[src/rtl/booth_mult_sequencer_if.sv]
// rtl/booth_mult_sequencer_if.sv - operand, core and result buses of the booth multiplier sequencer
interface booth_mult_sequencer_if #(
    parameter int W = 4
);
    logic           in_valid;
    logic           in_ready;
    logic [W-1:0]   in_multiplicand;
    logic [W-1:0]   in_multiplier;
    logic           mul_load;
    logic [W-1:0]   mul_multiplicand;
    logic [W-1:0]   mul_multiplier;
    logic [2*W-1:0] mul_product;
    logic           mul_done;
    logic           out_valid;
    logic           out_ready;
    logic [2*W-1:0] out_product;
    logic           out_error;
    logic           busy;

    modport slave (
        input  in_valid, in_multiplicand, in_multiplier, mul_product, mul_done, out_ready,
        output in_ready, mul_load, mul_multiplicand, mul_multiplier,
               out_valid, out_product, out_error, busy
    );

    modport master (
        output in_valid, in_multiplicand, in_multiplier, mul_product, mul_done, out_ready,
        input  in_ready, mul_load, mul_multiplicand, mul_multiplier,
               out_valid, out_product, out_error, busy
    );
endinterface

[src/rtl/booth_mult_sequencer.sv]
// rtl/booth_mult_sequencer.sv - operand FIFO, core load/wait sequencing and result hold for a booth multiplier core
module booth_mult_sequencer #(
    parameter int W           = 4,
    parameter int LOAD_CYCLES = 2,
    parameter int TIMEOUT     = 16
) (
    input  logic                  clk,
    input  logic                  reset,
    booth_mult_sequencer_if.slave bus
);
    localparam int LW = $clog2(LOAD_CYCLES + 1);
    localparam int TW = $clog2(TIMEOUT);

    typedef enum logic [1:0] {S_IDLE, S_LOAD, S_WAIT, S_HOLD} state_t;

    state_t              state_q, state_d;
    logic [1:0][2*W-1:0] fifo_q, fifo_d;
    logic                wr_ptr_q, wr_ptr_d;
    logic                rd_ptr_q, rd_ptr_d;
    logic [1:0]          count_q, count_d;
    logic [W-1:0]        op_m_q, op_m_d;
    logic [W-1:0]        op_r_q, op_r_d;
    logic [LW-1:0]       load_cnt_q, load_cnt_d;
    logic [TW-1:0]       tmo_cnt_q, tmo_cnt_d;
    logic [2*W-1:0]      prod_q, prod_d;
    logic                err_q, err_d;
    logic                push, pop;

    assign push = bus.in_valid && bus.in_ready;

    always_comb begin
        state_d    = state_q;
        op_m_d     = op_m_q;
        op_r_d     = op_r_q;
        load_cnt_d = load_cnt_q;
        tmo_cnt_d  = tmo_cnt_q;
        prod_d     = prod_q;
        err_d      = err_q;
        pop        = 1'b0;
        case (state_q)
            S_IDLE: begin
                if (count_q != 2'd0) begin
                    pop        = 1'b1;
                    op_m_d     = fifo_q[rd_ptr_q][2*W-1:W];
                    op_r_d     = fifo_q[rd_ptr_q][W-1:0];
                    load_cnt_d = LW'(LOAD_CYCLES);
                    state_d    = S_LOAD;
                end
            end
            S_LOAD: begin
                load_cnt_d = load_cnt_q - LW'(1);
                if (load_cnt_q == LW'(1)) begin
                    state_d   = S_WAIT;
                    tmo_cnt_d = '0;
                end
            end
            S_WAIT: begin
                // done is checked first so it wins over a coincident timeout
                if (bus.mul_done) begin
                    prod_d  = bus.mul_product;
                    err_d   = 1'b0;
                    state_d = S_HOLD;
                end else if (tmo_cnt_q == TW'(TIMEOUT - 1)) begin
                    prod_d  = '0;
                    err_d   = 1'b1;
                    state_d = S_HOLD;
                end else begin
                    tmo_cnt_d = tmo_cnt_q + TW'(1);
                end
            end
            S_HOLD: begin
                if (bus.out_ready) state_d = S_IDLE;
            end
            default: state_d = S_IDLE;
        endcase
    end

    always_comb begin
        fifo_d   = fifo_q;
        wr_ptr_d = wr_ptr_q;
        rd_ptr_d = rd_ptr_q;
        if (push) begin
            fifo_d[wr_ptr_q] = {bus.in_multiplicand, bus.in_multiplier};
            wr_ptr_d         = ~wr_ptr_q;
        end
        if (pop) rd_ptr_d = ~rd_ptr_q;
        count_d = count_q + {1'b0, push} - {1'b0, pop};
    end

    always_ff @(posedge clk) begin
        if (reset) begin
            state_q    <= S_IDLE;
            fifo_q     <= '0;
            wr_ptr_q   <= 1'b0;
            rd_ptr_q   <= 1'b0;
            count_q    <= 2'd0;
            op_m_q     <= '0;
            op_r_q     <= '0;
            load_cnt_q <= '0;
            tmo_cnt_q  <= '0;
            prod_q     <= '0;
            err_q      <= 1'b0;
        end else begin
            state_q    <= state_d;
            fifo_q     <= fifo_d;
            wr_ptr_q   <= wr_ptr_d;
            rd_ptr_q   <= rd_ptr_d;
            count_q    <= count_d;
            op_m_q     <= op_m_d;
            op_r_q     <= op_r_d;
            load_cnt_q <= load_cnt_d;
            tmo_cnt_q  <= tmo_cnt_d;
            prod_q     <= prod_d;
            err_q      <= err_d;
        end
    end

    // the core is held cleared whenever it is not being waited on, including during reset
    assign bus.in_ready         = !reset && (count_q != 2'd2);
    assign bus.mul_load         = reset || (state_q != S_WAIT);
    assign bus.mul_multiplicand = op_m_q;
    assign bus.mul_multiplier   = op_r_q;
    assign bus.out_valid        = (state_q == S_HOLD);
    assign bus.out_product      = prod_q;
    assign bus.out_error        = err_q;
    assign bus.busy             = (state_q != S_IDLE) || (count_q != 2'd0);
endmodule
[src/flat_wrapper.sv]
// flat-port wrapper written by rule: the top's interface ports become plain ports
module booth_mult_sequencer_flat 
#(
    parameter int W           = 4,
    parameter int LOAD_CYCLES = 2,
    parameter int TIMEOUT     = 16
)
  (clk, reset, bus_in_valid, bus_in_multiplicand, bus_in_multiplier, bus_mul_product, bus_mul_done, bus_out_ready, bus_in_ready, bus_mul_load, bus_mul_multiplicand, bus_mul_multiplier, bus_out_valid, bus_out_product, bus_out_error, bus_busy);
  booth_mult_sequencer_if #(.W(W)) bus_i ();
  input  logic clk;
  input  logic reset;
  input wire logic [$bits(bus_i.in_valid)-1:0] bus_in_valid;
  input wire logic [$bits(bus_i.in_multiplicand)-1:0] bus_in_multiplicand;
  input wire logic [$bits(bus_i.in_multiplier)-1:0] bus_in_multiplier;
  input wire logic [$bits(bus_i.mul_product)-1:0] bus_mul_product;
  input wire logic [$bits(bus_i.mul_done)-1:0] bus_mul_done;
  input wire logic [$bits(bus_i.out_ready)-1:0] bus_out_ready;
  output wire logic [$bits(bus_i.in_ready)-1:0] bus_in_ready;
  output wire logic [$bits(bus_i.mul_load)-1:0] bus_mul_load;
  output wire logic [$bits(bus_i.mul_multiplicand)-1:0] bus_mul_multiplicand;
  output wire logic [$bits(bus_i.mul_multiplier)-1:0] bus_mul_multiplier;
  output wire logic [$bits(bus_i.out_valid)-1:0] bus_out_valid;
  output wire logic [$bits(bus_i.out_product)-1:0] bus_out_product;
  output wire logic [$bits(bus_i.out_error)-1:0] bus_out_error;
  output wire logic [$bits(bus_i.busy)-1:0] bus_busy;
  assign bus_i.in_valid = bus_in_valid;
  assign bus_i.in_multiplicand = bus_in_multiplicand;
  assign bus_i.in_multiplier = bus_in_multiplier;
  assign bus_i.mul_product = bus_mul_product;
  assign bus_i.mul_done = bus_mul_done;
  assign bus_i.out_ready = bus_out_ready;
  assign bus_in_ready = bus_i.in_ready;
  assign bus_mul_load = bus_i.mul_load;
  assign bus_mul_multiplicand = bus_i.mul_multiplicand;
  assign bus_mul_multiplier = bus_i.mul_multiplier;
  assign bus_out_valid = bus_i.out_valid;
  assign bus_out_product = bus_i.out_product;
  assign bus_out_error = bus_i.out_error;
  assign bus_busy = bus_i.busy;
  booth_mult_sequencer #(.W(W), .LOAD_CYCLES(LOAD_CYCLES), .TIMEOUT(TIMEOUT)) u_core (.clk(clk), .reset(reset), .bus(bus_i));
endmodule
[config.mk]
export PLATFORM = sky130hd
export DESIGN_NAME = booth_mult_sequencer_flat
export DESIGN_NICKNAME = d
export VERILOG_FILES = /design/src/rtl/booth_mult_sequencer_if.sv /design/src/rtl/booth_mult_sequencer.sv /design/src/flat_wrapper.sv
export SDC_FILE = /design/constraint.sdc
export NUM_CORES = 1
export LEC_CHECK = 0
export BUFFER_PORTS_ARGS = -buffer_cell sky130_fd_sc_hd__buf_2
export CORE_MARGIN = 8
export CORE_UTILIZATION = 57
export CTS_CLUSTER_DIAMETER = 60
export CTS_CLUSTER_SIZE = 10
export DETAILED_ROUTE_END_ITERATION = 8
export PLACE_DENSITY = 0.84
export SKIP_CTS_REPAIR_TIMING = 1
export SYNTH_ARGS = -nofsm -noshare
export SYNTH_HDL_FRONTEND = slang
export SYNTH_SLANG_ARGS = --single-unit
export TNS_END_PERCENT = 20
[constraint.sdc]
create_clock -name clk -period 5 [get_ports clk]
set_input_delay 1 -clock clk [delete_from_list [all_inputs] [get_ports clk]]
set_output_delay 1 -clock clk [all_outputs]
set_load 0.02 [all_outputs]
Word-level counts from Yosys, hierarchy flattened
Cells that the tools add are included.
{"block": "totals", "regBits": 45, "input_bits": 21, "output_inout_bits": 21, "wordCells": 74}
{"block": "op_classes", "n_addsub": 4, "order_cmp": 3, "n_eq_ne": 13, "mux": 23, "n_bitwise": 2, "n_reduce_logical": 17}
{"op": "$mux 8", "count": 5}
{"op": "$bwmux 16", "count": 1}
{"op": "$mux 2", "count": 6}
{"op": "$mux 4", "count": 3}
{"op": "$ne 2x2->1 const B", "count": 5}
{"op": "$reduce_bool 2->1", "count": 5}
{"op": "$demux 8 s1", "count": 1}
{"op": "$pmux 2 s4", "count": 1}
{"op": "$pmux 4 s2", "count": 1}
{"op": "$reduce_and 4->1", "count": 2}
{"op": "$reduce_and 2->1", "count": 3}
{"op": "$add 4x1->4 const B", "count": 1}
{"op": "$eq 2x1->1 const B", "count": 2}
{"op": "$eq 2x2->1 const B", "count": 2}
{"op": "$eq 4x4->1 const B", "count": 1}
{"op": "$lt 1x2->1 const B", "count": 2}
{"op": "$mux 1", "count": 4}
{"op": "$ne 2x1->1 const B", "count": 2}
{"op": "$pmux 2 s2", "count": 1}
{"op": "$logic_and 1x1->1", "count": 3}
{"op": "$ne 3x2->1 const B", "count": 1}
{"op": "$add 2x1->2", "count": 1}
{"op": "$logic_not 2->1", "count": 1}
{"op": "$logic_or 1x1->1", "count": 2}
{"op": "5 further kinds", "count": 6}

Longest topological paths before layout
{"block": "logic_depth", "depth_word": 5, "ltp_mapped": 11, "depth_no_buf": 9}

Worst setup path after synthesis
Ideal clock, no wire load.
{"block": "synth_timing", "path_type": "in2out", "startpoint": "input port reset", "endpoint": "output port bus_in_ready", "arrival_ps": 1638, "required_ps": 4000, "slack_ps": 2362, "path_stages": 3, "path_buffers": 2, "cell_sequence": "buf_2 -> clkbuf_1 -> nor2_1"}
{"block": "synth_via", "elab_chain_cells": 2}
{"item": "from (decl)", "line": "flat_wrapper.sv:11", "rtl": "input logic reset;"}
{"item": "$logic_not 1->1", "line": "booth_mult_sequencer.sv:119", "rtl": "assign bus.in_ready = !reset && (count_q != 2'd2);"}
{"item": "$logic_and 1x1->1", "line": "booth_mult_sequencer.sv:119"}
{"item": "to (decl)", "line": "flat_wrapper.sv:18", "rtl": "output wire logic [$bits(bus_i.in_ready)-1:0] bus_in_ready;"}
Every way passes these cells.

Worst setup path after layout
{"block": "layout_timing", "startpoint": "register u_core.state_q[0]", "endpoint": "output port bus_busy"}
{"block": "layout_via", "elab_chain_cells": 2}
{"item": "from (decl)", "line": "booth_mult_sequencer.sv:16", "rtl": "state_t state_q, state_d;"}
{"item": "from (signal assigned)", "line": "booth_mult_sequencer.sv:104", "rtl": "state_q <= state_d;"}
{"item": "$reduce_bool 2->1", "line": "booth_mult_sequencer.sv:126", "rtl": "assign bus.busy = (state_q != S_IDLE) || (count_q != 2'd0);"}
{"item": "$logic_or 1x1->1", "line": "booth_mult_sequencer.sv:126"}
{"item": "to (decl)", "line": "flat_wrapper.sv:25", "rtl": "output wire logic [$bits(bus_i.busy)-1:0] bus_busy;"}
Every way passes these cells.

==> summary.txt <==
Global routing
  • First-pass GRT wire length: between 6 and 7 mm
  • Grt met1 use: 0.187
  • Pin count of the biggest net entering global routing: 27
  • Antenna violations before repair: 0
  • Vias in the first global route: around 1500
  • GRT overflow: 0
  • GRT busiest layer: met2
  • Total Routing Usage GR: 0.147
  • Met3 Use GR: 0.0479
  • GRT met2 Usage: 0.234

STA
  • Normalized max-slew margin: 0.583
  • Final setup violation count: 0
  • Hold Fails Final Rpt: 0
  • Min Tclk post-route: around 2800 ps
  • Peak Freq: 0.361 GHz
  • Total Neg Setup Slack: 0 ps
  • Worst Tran Pin Value: around 620 ps
  • Final period util: 0.554
  • Clk_skew: approximately 7.3 ps
  • RSZ-0062 raised after global routing: no
  • Final Max Tran Viols: 0

Critical path
  • Worst Reg-to-Reg Cells: 9
  • Slack of the worst reg-to-reg path: approximately 2800 ps
  • Critical Path End: bus_busy
  • Crit Reg-Reg Endpoint: u_core.count_q[1]$_SDFF_PP0_
  • Critical path fanouts, max: 4
  • Worst Path Arrival: 1770 ps
  • CP Class: reg -> out
  • CP startpoint: u_core.state_q[0]$_SDFFE_PP0P_
  • Startpoint types: flip-flop
  • R2r startpoint: u_core.state_q[0]$_SDFFE_PP0P_
  • CP required: approximately 4000 ps
  • Setup crit end kind: primary output

Power and ir drop
  • Clock share of power: 0.184
  • Power share of the sequential group: 0.421
  • Worst vdd ir: 0.259 mV
  • Leak: between 1 and 1.5 nW
  • Comb power frac: 0.395
  • Internal cell power: 731 uW
  • Net Switching: 450 uW
  • Pwr per Cell Area: about 520 nW/um2
  • Switching share of power: 0.381

Synth
  • Syn nets: 234
  • Synth Cell Area: roughly 2000 um2
  • Synth Area in Compound Gates: 0.198
  • Post-synth EDFFs: 0
  • Cell variety after synth: between 40 and 50
  • Post-synthesis mux area share: 0.0903
  • Main combinational cell family by area after synthesis: compound AO/OA/AOI/OAI gates
  • Synth Warn #: 0
  • Fraction of registers with async set or reset after synthesis: 0
  • Synth Area per Inst: between 9 and 10 um2
  • Synth Area in Simple Gates: 0.129
  • Count of state elements after synthesis: 45
  • Synth Area in Adders: 0.0502
  • Synth Instances: just over 200
  • Synth Area in XOR/XNOR: 0.00878
  • Post-synthesis sequential area ratio: 0.452
  • Top_reg_cell synth: dfxtp_1

Clocking
  • Clk Latency, worst-skew pair: between 300 and 400 ps
  • Clock transition at path regs: between 100 and 150 ps
  • H-tree levels: 2
  • CTS tree: built
  • CTS Sinks: 45
  • TritonCTS Buffers: 5
  • Max clock buf depth: 2
  • Clock root cell: clkbuf_4

Final layout
  • Area of the multi-input gates: about 950 um2
  • Antenna diode count: 0
  • Fin nets: ~270
  • Sequential cell area: between 900 and 1000 um2
  • Fill cell count: ~290
  • Final Instance Area: about 2300 um2
  • P&R area growth vs syn: 13.4%
  • Layout cells sized above 1: 0.217

Min path
  • Worst hold path type: reg -> reg

Drt
  • Final ANT Viol Nets: 0
  • Routed WL: 3.95 mm
  • DRT Pass-1 Iters: 4
  • Via density: roughly 5.5
  • Vias: approximately 1600
  • Routed len/inst: about 14 um
  • DR iter-0 viols: between 80 and 90
  • Drt drc: 0

Run status
  • Status: completed

Placement
  • Final Wtd Congestion: 0.795
  • Area of placed instances: around 2200 um2
  • HPWL after DPL: approximately 2.9 mm
  • I/O Buffers: 41

Floorplan
  • Die span in y: 75.2 um
  • Die Span X: roughly 75 um
  • Row count: 21
  • Die ar.: approximately 5600 um2
  • Initial Utilization: 0.598
  • I/O pins: 42
  • Core Box Area: 3340 um2

Flow run
  • Maxcap violations: 0
[cell type report]
| cell class | count | share of cell area |
|---|---|---|
| Multi-Input combinational cell | 128 | 0.420 |
| Timing Repair Buffer | 41 | 0.0908 |
| Sequential cell | 45 | 0.398 |
| Inverter | 18 | 0.0299 |
| Clock buffer | 6 | 0.0183 |
| Clock inverter | 2 | 0.0172 |
| Tap cell | 46 | 0.0255 |
[synth_stat cells (all sizes together), types with 2 or more instances]
| cell type | count | area, um2 |
|---|---|---|
| a22o | 8 | 70.1 |
| or4b | 2 | 23.8 |
| o21ai | 10 | 50.0 |
| a31oi | 3 | 18.8 |
| ha | 8 | 100 |
| or4 | 2 | 15.0 |
| a211oi | 9 | 67.6 |
| a21oi | 5 | 25.0 |
| nor2 | 13 | 48.8 |
| o211a | 2 | 20.0 |
| nor2b | 4 | 32.5 |
| nor3 | 3 | 15.0 |
| dfxtp | 45 | 901 |
| o311ai | 8 | 70.1 |
| nand2b | 2 | 12.5 |
| a41oi | 2 | 17.5 |
| clkbuf | 6 | 23.8 |
| buf | 8 | 52.6 |
| inv | 18 | 67.6 |
| nand2 | 13 | 48.8 |
| nand4b | 2 | 17.5 |
| mux2i | 18 | 180 |
[power by group through the flow]
stage	combinational, mW	sequential [mW]	clock, mW
final	0.467	0.497	0.217
after global routing	0.525	0.508	0.239
after detailed placement	0.470	0.505	0
after global placement	0.458	0.501	0
after CTS	0.471	0.497	0.222
after floorplan	0.346	0.522	0
[sequential cells by signal (all words and copies together), names as in the netlist]
signal	cells
u_core.tmo_cnt_q	4
u_core.bus.out_error	1
u_core.load_cnt_q	2
u_core.fifo_q	16
u_core.bus.mul_multiplier	4
u_core.bus.mul_multiplicand	4
u_core.state_q	2
u_core.wr_ptr_q	1
u_core.count_q	2
u_core.rd_ptr_q	1
u_core.bus.out_product	8
[worst min path at each step]
stage,start,to,slack (ps),cells after the start
final,u_core.fifo_q[13]$_SDFFE_PP0P_,u_core.fifo_q[13]$_SDFFE_PP0P_,470,2
after floorplan,u_core.fifo_q[10]$_SDFFE_PP0P_,u_core.fifo_q[10]$_SDFFE_PP0P_,440,2
after detailed placement,u_core.fifo_q[15]$_SDFFE_PP0P_,u_core.fifo_q[15]$_SDFFE_PP0P_,450,2
after global routing,u_core.fifo_q[15]$_SDFFE_PP0P_,u_core.fifo_q[15]$_SDFFE_PP0P_,500,2
after CTS,u_core.fifo_q[15]$_SDFFE_PP0P_,u_core.fifo_q[15]$_SDFFE_PP0P_,470,2
after global placement,u_core.fifo_q[14]$_SDFFE_PP0P_,u_core.fifo_q[14]$_SDFFE_PP0P_,450,2
[through the flow]
| step | hold WS, ps | setup slack (ps) | instances | util | power (mW) |
|---|---|---|---|---|---|
| 2_1_floorplan | 438 | 2360 | 205 | - | 0.869 |
| 3_3_place_gp | 447 | 2260 | 278 | 0.654 | 0.959 |
| 3_5_place_dp | 454 | 2230 | 278 | 0.654 | 0.975 |
| 4_1_cts | 472 | 2220 | 286 | 0.678 | 1.19 |
| 5_1_grt | 497 | 2030 | 286 | 0.678 | 1.27 |
| 6_report | 471 | 2230 | 286 | 0.678 | 1.18 |
[routing by layer]
metal	wire, um	vias up	part of all wire
met5	0	-	0
met4	25	0	0.0063
met3	162	4	0.041
met2	1830	30	0.46
met1	1920	730	0.49
li1	-	809	-
[critical path, stage by stage (launching register included)]
cell	delay, ps
dfxtp_1	360
inv_1	90
ha_1	200
nor3b_1	440
inv_1	140
buf_2	190
[cell usage in the layout (no fill, tap or decap), types with 2 or more instances in the layout]
cell type | synthesis | layout
dfxtp_1 | 45 | 45
buf_2 | 6 | 41
nor2_1 | 13 | 13
clkbuf_4 | 0 | 5
a31oi_1 | 3 | 3
o211a_1 | 2 | 2
mux2i_1 | 18 | 18
o21ai_0 | 7 | 7
o21ai_1 | 3 | 3
nand4b_1 | 2 | 2
inv_1 | 18 | 18
nand2_1 | 13 | 13
ha_1 | 8 | 8
a22o_1 | 8 | 8
nand2b_1 | 2 | 2
nor2b_1 | 3 | 3
a21oi_1 | 5 | 5
a211oi_1 | 9 | 9
nor3_1 | 3 | 3
or4_1 | 2 | 2
a41oi_1 | 2 | 2
o311ai_0 | 8 | 8
[cell families after synthesis]
logic type | count (synthesis)
AOI/OAI and AO/OA | 53
xor gates and xnor gates | 2
adders and majority gates | 8
buffers and inverters | 32
DFF | 45
muxes | 18
and+or+nand+nor | 47
Power figures use the tool's default switching activity.
